### src/rtl/apb_master_bridge.sv
// Bridges a single-outstanding req/gnt/rvalid port onto an APB3 initiator (SETUP then ACCESS).
// Optional ACCESS-phase timeout is built only when APB_MASTER_TIMEOUT_EN is defined.
module apb_master_bridge #(
    parameter int APB_ADDR_WIDTH = 32,
    parameter int APB_DATA_WIDTH = 32,
    parameter int TIMEOUT_CYCLES = 255
) (
    input  logic                      clk_i,
    input  logic                      rst_i,
    input  logic                      req_i,
    input  logic [APB_ADDR_WIDTH-1:0] addr_i,
    input  logic                      we_i,
    input  logic [APB_DATA_WIDTH-1:0] wdata_i,
    output logic                      gnt_o,
    output logic                      rvalid_o,
    output logic [APB_DATA_WIDTH-1:0] rdata_o,
    output logic                      err_o,
    output logic [APB_ADDR_WIDTH-1:0] paddr_o,
    output logic [APB_DATA_WIDTH-1:0] pwdata_o,
    output logic                      pwrite_o,
    output logic                      psel_o,
    output logic                      penable_o,
    input  logic [APB_DATA_WIDTH-1:0] prdata_i,
    input  logic                      pready_i,
    input  logic                      pslverr_i
);

    typedef enum logic [1:0] {
        IDLE,
        SETUP,
        ACCESS,
        RESP
    } state_t;

    state_t state, state_next;
    logic   done;
    logic   timeout;
    logic   timeout_hit;

`ifdef APB_MASTER_TIMEOUT_EN
    logic [15:0] wait_cnt;

    // Fires on the ACCESS cycle whose stall would make the count reach the limit.
    assign timeout_hit = (wait_cnt == 16'(TIMEOUT_CYCLES - 1));

    always_ff @(posedge clk_i or posedge rst_i) begin
        if (rst_i) begin
            wait_cnt <= '0;
        end else if (state == SETUP) begin
            wait_cnt <= '0;
        end else if (state == ACCESS && !pready_i) begin
            wait_cnt <= wait_cnt + 16'd1;
        end
    end
`else
    assign timeout_hit = 1'b0;
`endif

    // NOTE: sequential state uses non-blocking assignments so every register samples pre-edge values.
    always_ff @(posedge clk_i or posedge rst_i) begin
        if (rst_i) begin
            state <= IDLE;
        end else begin
            state <= state_next;
        end
    end

    // NOTE: every output of this block gets a default first, so no path can infer a latch.
    always_comb begin
        state_next = state;
        gnt_o      = 1'b0;
        psel_o     = 1'b0;
        penable_o  = 1'b0;
        rvalid_o   = 1'b0;
        done       = 1'b0;
        timeout    = 1'b0;
        case (state)
            IDLE: begin
                gnt_o = req_i & ~rst_i;
                if (req_i) begin
                    state_next = SETUP;
                end
            end
            SETUP: begin
                psel_o     = 1'b1;
                state_next = ACCESS;
            end
            ACCESS: begin
                psel_o    = 1'b1;
                penable_o = 1'b1;
                // Slave completion wins over a timeout landing on the same cycle.
                if (pready_i) begin
                    done       = 1'b1;
                    state_next = RESP;
                end else if (timeout_hit) begin
                    timeout    = 1'b1;
                    state_next = RESP;
                end
            end
            RESP: begin
                rvalid_o   = 1'b1;
                state_next = IDLE;
            end
            default: state_next = IDLE;
        endcase
    end

    // Request fields are held in the APB output registers for the whole transfer.
    always_ff @(posedge clk_i or posedge rst_i) begin
        if (rst_i) begin
            paddr_o  <= '0;
            pwdata_o <= '0;
            pwrite_o <= 1'b0;
        end else if (gnt_o) begin
            paddr_o  <= addr_i;
            pwdata_o <= wdata_i;
            pwrite_o <= we_i;
        end
    end

    // Response registers hold until the next completion; writes return zero data.
    always_ff @(posedge clk_i or posedge rst_i) begin
        if (rst_i) begin
            rdata_o <= '0;
            err_o   <= 1'b0;
        end else if (done) begin
            rdata_o <= pwrite_o ? '0 : prdata_i;
            err_o   <= pslverr_i;
        end else if (timeout) begin
            rdata_o <= '0;
            err_o   <= 1'b1;
        end
    end

endmodule

### config.mk
export PLATFORM = sky130hd
export DESIGN_NAME = apb_master_bridge
export DESIGN_NICKNAME = d
export VERILOG_FILES = /design/src/rtl/apb_master_bridge.sv
export SDC_FILE = /design/constraint.sdc
export NUM_CORES = 1
export LEC_CHECK = 0
export ABC_AREA = 1
export CAP_MARGIN = 20
export CORE_MARGIN = 2
export CORE_UTILIZATION = 41
export DETAILED_ROUTE_END_ITERATION = 10
export PLACE_DENSITY = 0.81
export SKIP_LAST_GASP = 1
export SLEW_MARGIN = 20
export SYNTH_ARGS = -nofsm -noshare
export SYNTH_HDL_FRONTEND = slang
export SYNTH_SLANG_ARGS = --single-unit
### constraint.sdc
create_clock -name clk_i -period 6.6 [get_ports clk_i]
set_clock_uncertainty 0.05 [all_clocks]
set_input_delay 1.98 -clock clk_i [delete_from_list [all_inputs] [get_ports clk_i]]
set_output_delay 1.98 -clock clk_i [all_outputs]
set_load 0.1 [all_outputs]
==> reports/qor.csv <==
stage,metric,value,unit
placed_design,io_buffers,203,
hold_path,hold_path.class,reg2reg,
clock_network,clk_pin_slew,90,ps
logic_synthesis,syn-instance-count,458,
logic_synthesis,seq_area_frac_synth,60.15,%
timing,fin_crit_sh,76.33,%
clock_network,cts-root-buf,clkbuf_8,
clock_network,cts_resized,0,
clock_network,clk-insertion-delay-late,350,ps
finish,register_area,0.002502,sq mm
finish,diodes,0,
routing,drc,0,
timing,slew_headroom,31.78,%
die,die_h,104.7,microns
die,pin_count,204,
timing,fmax,198.5,MHz
timing,setup-tns-final,0,ps
die,initial_core_util,42.37,%
setup_path,critPathKind,in2out,
routing,num_vias,3859,
clock_network,clock_path_buffers,2,
routing,routed_via_density,4.967,
die,die_w,104.7,microns
timing,rsz0062_at_grt,false,
setup_path,critical_path.top_delay_family,buffers and inverters,
setup_path,cp.required,4570,ps
routing,avgRoutedWirePerCell,15.09,microns
setup_path,critPathBufInv,4,
placed_design,place_congestion,0.7822,
clock_network,cts_buffers,9,
die,dieArea,0.01097,sq mm
clock_network,postCtsSetupBuffers,0,
setup_path,cpPeakStageDelay,470,ps
clock_network,postCtsHoldBufs,0,
setup_path,endpoint_kind,output pin,
routing,ant_nets,0,
routing,drtPass1Iterations,4,
timing,fin_crit,5038,ps
finish,drive_gt1_share,4.037,%
logic_synthesis,syn_nets,564,
logic_synthesis,ys_types,12,
die,core,0.009819,sq mm
setup_path,critPathSlowestCell,clkdlybuf4s50_1,
grt,grt_antenna_before_repair,0,
logic_synthesis,ys_ff_latch,100,
clock_network,tritoncts,built,
setup_path,start_kind,input port,
placed_design,dp_hpwl,8228,microns
run,maxCapViolCount,0,
finish,multiInputGateArea,0.001414,sq mm
clock_network,clock-sinks,100,
clock_network,htreeDepth,3,
grt,grt_overflow_total,0,
logic_synthesis,netlist_area,0.004160,sq mm
grt,grt_pass1_wl,18840,microns
timing,setup_viol,0,
routing,drt_iter0_markers,180,
die,num_rows,36,
timing,finalMaxSlewViolations,0,
finish,nets,745,
logic_synthesis,syn_avg_cell_area,9.083,sq um
logic_synthesis,ys_warn_count,0,
run_status,status,completed,
timing,hold_viol_final,0,
finish,fillers,808,
setup_path,worstPathMaxFanout,2,
finish,area_delta_synth_final,53.38,%
grt,track_usage,21.16,%
setup_path,cp.arrival,3010,ps
timing,tightest_slew,1020,ps
setup_path,path_cells,clkdlybuf4s50_1 -> inv_6 -> nand3_2 -> inv_1 -> buf_12,
routing,totalWireLength,11720,microns
grt,grt_max_degree,91,
grt,grt_pass1_vias,3834,
[layer usage]
metal | wire length [microns] | GRT usage (%) | share of wire [%]
met1 | 4891 | 26.85 | 42
met2 | 5720 | 34.51 | 49
met3 | 903 | 7.174 | 7.7
met4 | 209 | 6.000 | 1.8
met5 | 0 | 0 | 0
[registers in the layout, summed over array words and instances (netlist names)]
name      cells
paddr_o      32
pwdata_o     32
rdata_o      32
state         2
err_o         1
pwrite_o      1
[through the flow]
stage / hold WS [ps] / instances / utilization (%) / setup WS [ps] / cell area, sq um
3_5_place_dp: 407.5 / 761 / 63.18 / 1563 / 6203
3_3_place_gp: 402.4 / 761 / 63.18 / 1561 / 6203
6_report: 425.2 / 777 / 64.98 / 1562 / 6381
4_1_cts: 428.7 / 777 / 64.98 / 1563 / 6381
5_1_grt: 452.7 / 777 / 64.98 / 1526 / 6381
2_1_floorplan: 418.9 / 458 / - / 430.8 / 4160
[worst paths after layout]
path	start	end	slack (ps)	depth (start not counted)
worst max-delay path	rst_i	gnt_o	1560	5
worst min register to register	pwdata_o[4]$_DFFE_PP0P_	pwdata_o[4]$_DFFE_PP0P_	430	2
max in group asynchronous	rst_i	pwdata_o[16]$_DFFE_PP0P_	2840	4
min in group asynchronous	rst_i	state[1]$_DFFE_PP0P_	2220	3
worst min-delay path	pwdata_o[4]$_DFFE_PP0P_	pwdata_o[4]$_DFFE_PP0P_	430	2
worst max register to register	state[0]$_DFFE_PP0P_	paddr_o[29]$_DFFE_PP0P_	4240	7
[layout by cell type, fill, tap and decap left out, types with 2 or more instances in the layout]
cell type,instances
buf_4,6
clkbuf_8,10
clkdlybuf4s50_1,201
clkinv_2,2
clkinv_4,2
dfrtp_1,100
ha_1,3
inv_1,8
inv_6,2
nand2_1,205
nand3_1,3
nand4_1,65
o21ai_0,32
[worst min-delay path, delay by kind of cell, from the launching register on]
kind / cells / cell delay (ps)
and+or+nand+nor: 2 / 100
DFF: 1 / 350
[Yosys cell counts]
cell	instances	area, sq um
nand3_2	1	10.01
buf_2	23	115.1
buf_4	2	15.01
dfrtp_1	100	2502
buf_6	4	45.04
clkbuf_1	10	37.54
nand3_1	3	15.01
nand2_1	205	769.5
nand4_1	65	406.6
o21ai_0	32	160.2
ha_1	4	50.05
inv_1	9	33.78
[kinds of logic (layout without fill, tap and decap cells)]
logic type,after synthesis,count (layout),synth area share [%]
AO/OA/AOI/OAI,32,32,3.850
adder cells (fa/ha/maj),4,4,1.203
buffers and inverters,48,234,5.925
flip-flops,100,100,60.15
AND/OR/NAND/NOR,274,274,28.87
[cell type report]
class / instances / area share, %
sequential: 100 / 39.22
timing repair buffer: 209 / 32.63
multi-input combinational: 310 / 22.16
tap: 133 / 2.608
clock buffer: 11 / 2.216
inverter: 9 / 0.6078
clock inverter: 5 / 0.5686
Power is not shown: default switching activity piles up to over one toggle a cycle in this logic, so the estimate is an artifact.
